**src/rtl/parity_pkg.sv**
```systemverilog
// Shared definitions for the parity unit and its access controller.
//   SRC_*  : encoding of the result source (which requester was served)
//   MODE_* : operating mode of parity_gc
//   DATA_W : nibble width handled by the parity unit
package parity_pkg;

    localparam int DATA_W = 4;

    localparam logic SRC_GEN = 1'b0;
    localparam logic SRC_CHK = 1'b1;

    localparam logic MODE_GEN = 1'b0;
    localparam logic MODE_CHK = 1'b1;

endpackage

```
**src/rtl/parity_gc.sv**
```systemverilog
// 4-bit even-parity generate/check unit.
//   d     : data nibble
//   mode  : MODE_GEN computes a parity bit, MODE_CHK compares against p_in
//   p_in  : received parity bit (used in check mode only)
//   p_bit : even parity bit of d
//   error : check mode parity mismatch; always 0 in generate mode
module parity_gc
    import parity_pkg::*;
(
    input  logic [DATA_W-1:0] d,
    input  logic              mode,
    input  logic              p_in,
    output logic              p_bit,
    output logic              error
);

    assign p_bit = ^d;
    assign error = (mode == MODE_CHK) ? (p_bit ^ p_in) : 1'b0;

endmodule

```
**src/rtl/parity_arb.sv**
```systemverilog
// Arbitrated front end for the shared parity_gc unit.
//   gen_valid/gen_data/gen_ready         : transmit-side generate requester
//   chk_valid/chk_data/chk_par/chk_ready : receive-side check requester
//   res_valid/res_src/res_data/res_par/res_err/res_ready : registered result stage
//   clr        : synchronous clear of the status counters
//   err_cnt    : saturating count of check errors
//   err_sticky : set by any check error, held until clr
module parity_arb
    import parity_pkg::*;
#(
    parameter int CNT_W = 8
) (
    input  logic              clk,
    input  logic              rst_n,
    input  logic              gen_valid,
    input  logic [DATA_W-1:0] gen_data,
    output logic              gen_ready,
    input  logic              chk_valid,
    input  logic [DATA_W-1:0] chk_data,
    input  logic              chk_par,
    output logic              chk_ready,
    output logic              res_valid,
    output logic              res_src,
    output logic [DATA_W-1:0] res_data,
    output logic              res_par,
    output logic              res_err,
    input  logic              res_ready,
    input  logic              clr,
    output logic [CNT_W-1:0]  err_cnt,
    output logic              err_sticky
);

    function automatic logic [CNT_W-1:0] sat_inc(input logic [CNT_W-1:0] v);
        if (v == {CNT_W{1'b1}}) begin
            return v;
        end
        return v + 1'b1;
    endfunction

    logic              res_valid_q, res_valid_d;
    logic              res_src_q, res_src_d;
    logic [DATA_W-1:0] res_data_q, res_data_d;
    logic              res_par_q, res_par_d;
    logic              res_err_q, res_err_d;
    logic              last_q, last_d;
    logic [CNT_W-1:0]  err_cnt_q, err_cnt_d;
    logic              err_sticky_q, err_sticky_d;

    logic              slot_free;
    logic              grant_chk;
    logic              accept;
    logic [DATA_W-1:0] gc_d;
    logic              gc_mode;
    logic              gc_pbit;
    logic              gc_err;

    // The slot frees combinationally on res_ready so a draining result and
    // a new accept can share one cycle.
    assign slot_free = !res_valid_q || res_ready;

    // On a tie the requester not served last wins; otherwise whoever is valid.
    always_comb begin
        grant_chk = chk_valid;
        if (gen_valid && chk_valid) begin
            grant_chk = (last_q == SRC_GEN);
        end
    end

    assign gen_ready = slot_free && gen_valid && !grant_chk;
    assign chk_ready = slot_free && chk_valid && grant_chk;
    assign accept    = gen_ready || chk_ready;

    assign gc_d    = grant_chk ? chk_data : gen_data;
    assign gc_mode = grant_chk ? MODE_CHK : MODE_GEN;

    parity_gc u_gc (
        .d     (gc_d),
        .mode  (gc_mode),
        .p_in  (chk_par),
        .p_bit (gc_pbit),
        .error (gc_err)
    );

    always_comb begin
        res_valid_d  = res_valid_q;
        res_src_d    = res_src_q;
        res_data_d   = res_data_q;
        res_par_d    = res_par_q;
        res_err_d    = res_err_q;
        last_d       = last_q;
        err_cnt_d    = err_cnt_q;
        err_sticky_d = err_sticky_q;

        if (accept) begin
            res_valid_d = 1'b1;
            res_src_d   = grant_chk ? SRC_CHK : SRC_GEN;
            res_data_d  = gc_d;
            // A check result reports the received bit, not the recomputed one.
            res_par_d   = grant_chk ? chk_par : gc_pbit;
            res_err_d   = gc_err;
            last_d      = grant_chk ? SRC_CHK : SRC_GEN;
        end else if (res_ready) begin
            res_valid_d = 1'b0;
        end

        // clr has priority: a coincident error event is dropped.
        if (clr) begin
            err_cnt_d    = '0;
            err_sticky_d = 1'b0;
        end else if (chk_ready && gc_err) begin
            err_cnt_d    = sat_inc(err_cnt_q);
            err_sticky_d = 1'b1;
        end
    end

    always_ff @(posedge clk or negedge rst_n) begin
        if (!rst_n) begin
            res_valid_q  <= 1'b0;
            res_src_q    <= SRC_GEN;
            res_data_q   <= '0;
            res_par_q    <= 1'b0;
            res_err_q    <= 1'b0;
            last_q       <= SRC_CHK;
            err_cnt_q    <= '0;
            err_sticky_q <= 1'b0;
        end else begin
            res_valid_q  <= res_valid_d;
            res_src_q    <= res_src_d;
            res_data_q   <= res_data_d;
            res_par_q    <= res_par_d;
            res_err_q    <= res_err_d;
            last_q       <= last_d;
            err_cnt_q    <= err_cnt_d;
            err_sticky_q <= err_sticky_d;
        end
    end

    assign res_valid  = res_valid_q;
    assign res_src    = res_src_q;
    assign res_data   = res_data_q;
    assign res_par    = res_par_q;
    assign res_err    = res_err_q;
    assign err_cnt    = err_cnt_q;
    assign err_sticky = err_sticky_q;

endmodule

```
**config.mk**
```make
export PLATFORM = sky130hd
export DESIGN_NAME = parity_arb
export DESIGN_NICKNAME = d
export VERILOG_FILES = /design/src/rtl/parity_pkg.sv /design/src/rtl/parity_gc.sv /design/src/rtl/parity_arb.sv
export SDC_FILE = /design/constraint.sdc
export NUM_CORES = 1
export LEC_CHECK = 0
export CAP_MARGIN = 10
export CORE_MARGIN = 1
export CORE_UTILIZATION = 47
export DETAILED_ROUTE_END_ITERATION = 6
export MAX_ROUTING_LAYER = met4
export PLACE_DENSITY = 0.89
export SKIP_CTS_REPAIR_TIMING = 1
export SLEW_MARGIN = 20
export SYNTH_ARGS = -nofsm -noshare
export SYNTH_HDL_FRONTEND = slang
export SYNTH_SLANG_ARGS = --single-unit
export TNS_END_PERCENT = 100
```
**constraint.sdc**
```tcl
create_clock -name clk -period 2.4 [get_ports clk]
set_input_delay 0.48 -clock clk [delete_from_list [all_inputs] [get_ports clk]]
set_output_delay 0.48 -clock clk [all_outputs]
set_load 0.1 [all_outputs]
```
==> results.sh, run 1 <==
export IMPL_port_buffers=33
export IMPL_drtAntennaViolNets=0
export IMPL_first_pass_iters=4
export IMPL_top_layer="met3"
export IMPL_diodes=0
export IMPL_worstSetupEndpointType="output port"
export IMPL_powerDensity_nw_per_um2=738
export IMPL_ys_ff_latch=18
export IMPL_worstPathMaxFanout=6
export IMPL_clock_skew_ns=0.0183
export IMPL_reg2regPathDepth=6
export IMPL_max_slew_margin_rel_pct=52.6
export IMPL_hold_violations=0
export IMPL_layout_commonest_cell="buf_4"
export IMPL_rows=16
export IMPL_grt_usage_pct=23.6
export IMPL_worst_slack_ns=0.224
export IMPL_grt_overflow_total=0
export IMPL_numCtsBuffers=3
export IMPL_wl_met1_um=955
export IMPL_max_freq_mhz=460
export IMPL_worstSetupPathType="in -> out"
export IMPL_arrival_ns=1.70
export IMPL_wire_per_inst_um=13.7
export IMPL_wl_met3_um=95
export IMPL_fin_crit_sh_pct=90.6
export IMPL_power_leakage_nw=0.629
export IMPL_cp_top_family="buffers and inverters"
export IMPL_syn_area_per_cell_um2=10.5
export IMPL_postRouteWirelength_mm=2.17
export IMPL_slew_violations=0
export IMPL_antenna_found_initial=0
export IMPL_grt_pass1_vias=779
export IMPL_initial_utilization_pct=49.7
export IMPL_worstMarginPinSlew_ns=0.707
export IMPL_synth_top_area_share_pct=44.0
export IMPL_rsz0062_at_grt="false"
export IMPL_synthDistinctLibCells=32
export IMPL_ys_flop_type="dfrtp_1"
export IMPL_r2r_slack_ns=0.77
export IMPL_place_gp_congestion=0.841
export IMPL_regToRegEndpoint="err_cnt[6]$_DFFE_PN0P_"
export IMPL_cts_tree="yes"
export IMPL_worstSetupStartpointType="input pin"
export IMPL_dpl_hpwl_mm=1.69
export IMPL_synth_cells=92
export IMPL_yosys_area_top_type="dfrtp_1"
export IMPL_dieWidth_um=47.3
export IMPL_fin_nets=149
export IMPL_layout_common_cells="23 x buf_4, 17 x dfrtp_1, 14 x clkdlybuf4s50_1"
export IMPL_fin_crit_ns=2.18
export IMPL_cp_slowest_cell="clkdlybuf4s50_1"
export IMPL_clk_latency_ns=0.30
export IMPL_r2r_start="res_valid$_DFFE_PN0P_"
export IMPL_ios=34
export IMPL_drive_above_1_share_pct=28.0
export IMPL_cts_root_buf="clkbuf_4"
export IMPL_core_area_um2=1940
export IMPL_path_buf_inv=3
export IMPL_multi_input_area_um2=504
export IMPL_setup_viol=0
export IMPL_synth_seq_area_share_pct=46.8
export IMPL_maxCapViolCount=0
export IMPL_hold_class="in -> async"
export IMPL_clock_sinks=18
export IMPL_crit_path_max_incr_delay_ns=0.51
export IMPL_wl_met2_mm=1.12
export IMPL_grt_max_degree=19
export IMPL_fillers=156
export IMPL_crit_chain="clkdlybuf4s50_1, a21boi_4, and2_0, buf_4, buf_12"
export IMPL_ir_worst_vdd_mv=0.538
export IMPL_synthTopCellsByArea="dfrtp_1 44%, mux2i_1 5.2%, o21ai_0 5.2%"
export IMPL_die_h_um=47.3
export IMPL_whs_ns=0.488
export IMPL_worstPathRequired_ns=1.92
export IMPL_run_status="finished clean"
export IMPL_seq_area_um2=452
export IMPL_grt_pass1_wl_mm=3.49
export IMPL_async_reset_ff_share_pct=100
export IMPL_dr_first_iter_drc_count=16
export IMPL_clkTransAtPathRegs_ns=0.12
export IMPL_route_detailed_drc=0
export IMPL_synthesis_area_um2=966
export IMPL_synth_fp_nets=108
export IMPL_syn2layout_area_growth_pct=41.7
export IMPL_yosys_warnings=0
export IMPL_vias=821
export IMPL_dieArea_um2=2240
export IMPL_preCtsSetupSlack_ns=-0.0936
export IMPL_viasPerCell=5.16
export IMPL_cts_buffer_depth=2
export IMPL_synth_edf_count=0
export IMPL_htreeDepth=1
layer usage:
metal / vias up / GRT usage [%]
li1: 402 / -
met1: 391 / 28.5
met2: 28 / 40.3
met3: 0 / 3.46
met4: 0 / 6.86
met5: - / -
power breakdown:
group	switching, mW	internal, mW	total [mW]
logic	0.342	0.136	0.477
clock network	0.0992	0.0647	0.164
registers	0.0282	0.341	0.369
worst max-delay path by stage:
stage | start | to | slack (ns) | cells past startpoint
global route | chk_data[2] | err_cnt[6]$_DFFE_PN0P_ | 0.18 | 6
finish | chk_valid | chk_ready | 0.22 | 5
detailed placement | chk_data[2] | err_cnt[6]$_DFFE_PN0P_ | -0.09 | 6
global placement | chk_data[2] | err_cnt[6]$_DFFE_PN0P_ | 0.02 | 6
floorplan | res_valid$_DFFE_PN0P_ | gen_ready | -0.001 | 3
CTS | chk_valid | chk_ready | 0.23 | 5
sequential cells by signal, indices dropped and copies added, names as in the netlist:
signal and cells:
last_q 1, err_cnt 8, res_data 4, err_sticky 1, res_valid 1, res_err 1
res_src 1, res_par 1
Yosys cell counts, drive strengths merged (2+ instances only):
| library cell | number |
|---|---|
| xnor2 | 4 |
| o21ai | 11 |
| mux2i | 5 |
| nand3 | 4 |
| or3 | 3 |
| nand2 | 12 |
| clkbuf | 2 |
| a21oi | 5 |
| nand4 | 3 |
| dfrtp | 17 |
| nor2b | 2 |
| nor2 | 7 |
| xor2 | 3 |
cells by family after synthesis:
| group | count (synthesis) | synth area share, % |
|---|---|---|
| AND/OR/NAND/NOR | 37 | 20.7 |
| buffers and inverters | 3 | 1.30 |
| XOR/XNOR | 8 | 11.5 |
| AO/OA/AOI/OAI | 19 | 12.0 |
| adder cells (fa/ha/maj) | 1 | 1.30 |
| multiplexers | 6 | 6.35 |
| flip-flops | 18 | 46.8 |
stage by stage:
step / utilization, % / setup TNS, ns / area (µm²) / power, mW / std cells
finish: 70.5 / 0 / 1370 / 1.01 / 159
global route: 70.5 / 0 / 1370 / 1.05 / 159
CTS: 70.5 / 0 / 1370 / 1.02 / 159
detailed placement: 69.1 / -0.109 / 1340 / 0.854 / 155
global placement: 69.1 / 0 / 1340 / 0.842 / 155
floorplan: - / -0.00120 / 971 / 0.716 / 92
area by class of cell:
type	count	area share, %
clock buffers	4	1.92
repair buffers	39	25.8
flip-flops and latches	18	33.0
multi-input cells	71	36.8
well taps	27	2.47
Note: power is estimated with default switching activity, not from simulation.
==> run 2: changes to the inputs <==
--- a/config.mk
+++ b/config.mk
@@ -7,10 +7,11 @@
 export LEC_CHECK = 0
 export CAP_MARGIN = 10
 export CORE_MARGIN = 1
-export CORE_UTILIZATION = 47
+export CORE_UTILIZATION = 44
+export CTS_CLUSTER_DIAMETER = 40
 export DETAILED_ROUTE_END_ITERATION = 6
 export MAX_ROUTING_LAYER = met4
-export PLACE_DENSITY = 0.89
+export PLACE_DENSITY = 0.84
 export SKIP_CTS_REPAIR_TIMING = 1
 export SLEW_MARGIN = 20
 export SYNTH_ARGS = -nofsm -noshare
==> constraint.sdc (replaced) <==
create_clock -name clk -period 2.15 [get_ports clk]
set_input_delay 0.43 -clock clk [delete_from_list [all_inputs] [get_ports clk]]
set_output_delay 0.43 -clock clk [all_outputs]
set_load 0.1 [all_outputs]
==> run 2 against run 1 <==
  * Worst hold slack worse by 0.031 ns
  * Cell count is 2.5% higher
  * Core utilization is 0.50 points lower
  * Die area is 6.5% higher
  * First-iteration DRC count is 56% lower
  * Sequential cell count stayed put
  * Global-route usage is 4.4 points lower
  * Critical path depth is 1 higher
  * Non-clock buffer count is 4 higher
  * Critical path type is now in -> reg
  * Highest routed layer unchanged
==> results.sh, run 2 (synthesized netlist as in run 1, its figures left out) <==
export IMPL_ios=34
export IMPL_worstMarginPinSlew_ns=0.490
export IMPL_grt_pass1_vias=786
export IMPL_worstPathRequired_ns=2.33
export IMPL_syn2layout_area_growth_pct=46.5
export IMPL_arrival_ns=2.25
export IMPL_hold_class="in -> async"
export IMPL_p_int_mw=0.644
export IMPL_cts_root_buf="clkbuf_4"
export IMPL_htreeDepth=1
export IMPL_rsz0062_at_grt="false"
export IMPL_dpl_hpwl_mm=1.64
export IMPL_max_slew_margin_rel_pct=67.2
export IMPL_route_detailed_drc=0
export IMPL_antenna_found_initial=0
export IMPL_ir_worst_vdd_mv=0.668
export IMPL_fin_crit_sh_pct=96.1
export IMPL_drtAntennaViolNets=0
export IMPL_diodes=0
export IMPL_clk_latency_ns=0.29
export IMPL_cts_buffer_depth=2
export IMPL_pwr_share_comb_pct=47.0
export IMPL_hold_violations=0
export IMPL_multi_input_area_um2=509
export IMPL_setup_tns_ns=0
export IMPL_dieWidth_um=48.9
export IMPL_fillers=148
export IMPL_grt_overflow_total=0
export IMPL_drive_above_1_share_pct=31.6
export IMPL_worstSetupStartpointType="input pin"
export IMPL_vias=824
export IMPL_layout_common_cells="27 x buf_4, 16 x dfrtp_1, 14 x clkdlybuf4s50_1"
export IMPL_largest_reg_flops=8
export IMPL_first_pass_iters=4
export IMPL_power_leakage_nw=0.653
export IMPL_fin_nets=153
export IMPL_worstSetupEndpointType="register"
export IMPL_die_h_um=48.9
export IMPL_worstPathMaxFanout=3
export IMPL_clock_skew_ns=0.00729
export IMPL_dieArea_um2=2390
export IMPL_power_switching_mw=0.514
export IMPL_preCtsSetupSlack_ns=-0.244
export IMPL_cts_tree="yes"
export IMPL_worst_slack_ns=0.0835
export IMPL_r2r_start="last_q$_DFFE_PN1P_"
export IMPL_setup_viol=0
export IMPL_pwr_share_seq_pct=35.4
export IMPL_port_buffers=33
export IMPL_place_gp_congestion=0.823
export IMPL_grt_pass1_wl_mm=3.42
export IMPL_grt_usage_pct=19.2
export IMPL_slew_violations=0
export IMPL_wire_per_inst_um=12.5
export IMPL_postRouteWirelength_mm=2.04
export IMPL_reg2regPathDepth=6
export IMPL_worstSetupPathType="in -> reg"
export IMPL_clkTransAtPathRegs_ns=0.10
export IMPL_seq_area_um2=453
export IMPL_switching_share_pct=44.4
export IMPL_p_clk_share_pct=17.7
export IMPL_maxCapViolCount=0
export IMPL_max_freq_mhz=484
export IMPL_powerDensity_nw_per_um2=818
export IMPL_layout_commonest_cell="buf_4"
export IMPL_initial_utilization_pct=47.8
export IMPL_viasPerCell=5.06
export IMPL_fin_util_pct=70.0
export IMPL_dr_first_iter_drc_count=7
export IMPL_clock_sinks=18
export IMPL_numCtsBuffers=3
export IMPL_core_area_um2=2020
export IMPL_fin_crit_ns=2.07
export IMPL_regToRegEndpoint="err_cnt[6]$_DFFE_PN0P_"
export IMPL_grt_max_degree=13
export IMPL_run_status="finished clean"
export IMPL_r2r_slack_ns=0.57
export IMPL_rows=16
run 2: cell count changes in the layout (fill, tap and decap cells not counted), sizes merged:
| cell | change |
|---|---|
| buf | +4 |
run 2: worst max path at each step:
stage	endpoint	slack, ns	cells past startpoint	startpoint
after detailed placement	err_cnt[6]$_DFFE_PN0P_	-0.24	6	chk_data[2]
after floorplan	err_cnt[6]$_DFFE_PN0P_	0.09	5	err_cnt[2]$_DFFE_PN0P_
after global placement	err_cnt[6]$_DFFE_PN0P_	-0.19	6	chk_data[2]
after global routing	err_cnt[6]$_DFFE_PN0P_	0.01	6	chk_data[2]
after CTS	err_cnt[6]$_DFFE_PN0P_	0.08	6	chk_data[2]
final	err_cnt[6]$_DFFE_PN0P_	0.08	6	chk_data[2]
run 2: power groups by stage:
stage | Clock [mW] | Combinational, mW | Sequential, mW
2_1_floorplan | 0 | 0.144 | 0.657
3_3_place_gp | 0 | 0.538 | 0.414
3_5_place_dp | 0 | 0.546 | 0.416
4_1_cts | 0.214 | 0.546 | 0.409
5_1_grt | 0.227 | 0.568 | 0.415
6_report | 0.205 | 0.544 | 0.409
run 2: metal layers:
metal	vias to the layer above	track usage, %	share of wire [%]
li1	410	-	-
met1	397	25.6	45
met5	-	-	0
met2	17	31.0	51
met3	0	2.80	3.2
met4	0	4.41	0
run 2: metrics by stage:
step	area (µm²)	hold slack, ns	cells	total power, mW
after floorplan	977	0.134	92	0.801
after global placement	1380	0.464	159	0.952
after detailed placement	1380	0.468	159	0.961
after CTS	1420	0.468	163	1.17
after global routing	1420	0.474	163	1.21
final	1420	0.458	163	1.16
run 2: final cells by class:
cell class	count	share of cell area, %
sequential	18	32.0
multi-input combinational	71	36.0
clock buffer	4	2.56
timing repair buffer	43	27.1
tap	27	2.39
run 2: worst max-delay path, stage by stage:
cell,delay (ns)
clkdlybuf4s50_1,0.48
xnor3_2,0.47
xnor2_4,0.21
nand4_2,0.14
nor3_1,0.18
mux2_1,0.34
==> run 3: changes to the inputs <==
--- a/config.mk
+++ b/config.mk
@@ -11,7 +11,7 @@
 export CTS_CLUSTER_DIAMETER = 40
 export DETAILED_ROUTE_END_ITERATION = 6
 export MAX_ROUTING_LAYER = met4
-export PLACE_DENSITY = 0.84
+export PLACE_DENSITY = 0.86
 export SKIP_CTS_REPAIR_TIMING = 1
 export SLEW_MARGIN = 20
 export SYNTH_ARGS = -nofsm -noshare
==> run 3 against run 2 <==
  * First-iteration DRC count rose by 71%
  * Register-to-register slack gained 0.02 ns
  * Non-clock buffer count is the same
  * Clock power up 5%
  * Global-route usage is 3.2 points higher
  * Count of clock-buffer cells in the layout did not move
  * Via count rose by 2.1%
  * Worst hold slack got worse by 0.060 ns
  * Die area did not move
  * Setup slack gained 0.020 ns
  * Final area rose by 0.35%
  * Combinational power about the same
==> results.sh, run 3 (synthesized netlist as in run 1, its figures left out) <==
export IMPL_viasPerCell=5.16
export IMPL_r2r_start="last_q$_DFFE_PN1P_"
export IMPL_dieArea_um2=2390
export IMPL_wire_per_inst_um=14.0
export IMPL_clock_skew_ns=0.00602
export IMPL_ios=34
export IMPL_fin_nets=153
export IMPL_drtAntennaViolNets=0
export IMPL_r2r_slack_ns=0.59
export IMPL_syn2layout_area_growth_pct=47.0
export IMPL_reg2regPathDepth=6
export IMPL_place_inst=159
export IMPL_rsz0062_at_grt="false"
export IMPL_max_freq_mhz=489
export IMPL_dpl_cell_area_um2=1380
export IMPL_grt_pass1_vias=834
export IMPL_initial_utilization_pct=47.8
export IMPL_first_pass_iters=4
export IMPL_rows=16
export IMPL_fin_crit_sh_pct=95.2
export IMPL_regToRegEndpoint="err_cnt[6]$_DFFE_PN0P_"
export IMPL_core_area_um2=2020
export IMPL_htreeDepth=1
export IMPL_dieWidth_um=48.9
export IMPL_cts_tree="yes"
export IMPL_powerDensity_nw_per_um2=825
export IMPL_port_buffers=33
export IMPL_worstPathRequired_ns=1.72
export IMPL_grt_pass1_wl_mm=3.84
export IMPL_layout_common_cells="27 x buf_4, 16 x dfrtp_1, 14 x clkdlybuf4s50_1"
export IMPL_dpl_hpwl_mm=1.76
export IMPL_cts_root_buf="clkbuf_4"
export IMPL_maxCapViolCount=0
export IMPL_drive_above_1_share_pct=32.4
export IMPL_die_h_um=48.9
export IMPL_worstMarginPinSlew_ns=0.388
export IMPL_postRouteWirelength_mm=2.28
export IMPL_numCtsBuffers=3
export IMPL_vias=841
export IMPL_clock_sinks=18
export IMPL_arrival_ns=1.62
export IMPL_worstPathMaxFanout=6
export IMPL_worstSetupStartpointType="input pin"
export IMPL_layout_cells_non_filler=163
export IMPL_hold_class="in -> async"
export IMPL_largest_reg_flops=8
export IMPL_diodes=0
export IMPL_worstSetupPathType="in -> out"
export IMPL_max_slew_margin_rel_pct=74.0
export IMPL_clk_latency_ns=0.31
export IMPL_finalInstanceArea_um2=1420
export IMPL_grt_usage_pct=22.4
export IMPL_antenna_found_initial=0
export IMPL_setup_viol=0
export IMPL_grt_max_degree=13
export IMPL_fin_crit_ns=2.05
export IMPL_p_total_mw=1.17
export IMPL_cts_buffer_depth=2
export IMPL_worstSetupEndpointType="output port"
export IMPL_slew_violations=0
export IMPL_layout_commonest_cell="buf_4"
export IMPL_place_gp_congestion=0.846
export IMPL_ir_worst_vdd_mv=0.556
export IMPL_route_detailed_drc=0
export IMPL_run_status="finished clean"
export IMPL_dr_first_iter_drc_count=12
export IMPL_power_leakage_nw=0.653
export IMPL_clkTransAtPathRegs_ns=0.11
export IMPL_hold_violations=0
export IMPL_grt_overflow_total=0
==> run 3: cell counts in the layout (fill, tap and decap cells not counted) <==
Identical to the previous run, type by type.
==> run 3: final cells by class <==
| cell class | instances | area, µm² |
|---|---|---|
| clock buffers | 4 | 36.3 |
| fillers | 154 | 602 |
| repair buffers | 43 | 383 |
| flip-flops and latches | 18 | 453 |
| multi-input cells | 71 | 514 |
| well taps | 27 | 33.8 |
==> run 3: per-stage QoR <==
stage / TNS, ns / hold slack [ns] / setup WS [ns] / utilization, %
floorplan: 0 / 0.134 / 0.0926 / -
global placement: -0.609 / 0.463 / -0.189 / 68.2
detailed placement: -0.860 / 0.468 / -0.276 / 68.2
CTS: 0 / 0.412 / 0.0561 / 70.0
global route: 0 / 0.423 / 0.0488 / 70.2
finish: 0 / 0.398 / 0.104 / 70.2
==> run 3: worst max path at each step <==
stage,to,from,cells after the start,slack (ns)
after floorplan,err_cnt[6]$_DFFE_PN0P_,err_cnt[2]$_DFFE_PN0P_,5,0.09
after global placement,err_cnt[6]$_DFFE_PN0P_,chk_data[2],6,-0.19
after detailed placement,err_cnt[6]$_DFFE_PN0P_,chk_data[2],6,-0.28
after CTS,err_cnt[6]$_DFFE_PN0P_,chk_data[2],6,0.06
after global routing,chk_ready,chk_valid,5,0.05
final,chk_ready,chk_valid,5,0.10
==> run 3: worst max-delay path: stages <==
cell and delay [ns]:
clkdlybuf4s50_1 0.51, a21boi_4 0.19, and2_0 0.14, buf_4 0.17, buf_12 0.18
==> run 3: metal layers <==
| layer | wire, µm | GRT usage [%] | vias up | part of all wire, % |
|---|---|---|---|---|
| met3 | 98 | 5.92 | 2 | 4.3 |
| met4 | 17 | 5.88 | 0 | 0.74 |
| li1 | - | - | 414 | - |
| met5 | 0 | - | - | 0 |
| met1 | 954 | 27.5 | 405 | 42 |
| met2 | 1210 | 36.6 | 20 | 53 |
==> run 3: report_power, final <==
group          switching [mW]  internal [mW]
Combinational           0.386          0.160
Sequential             0.0279          0.380
Clock                   0.113          0.103
Total                   0.527          0.644
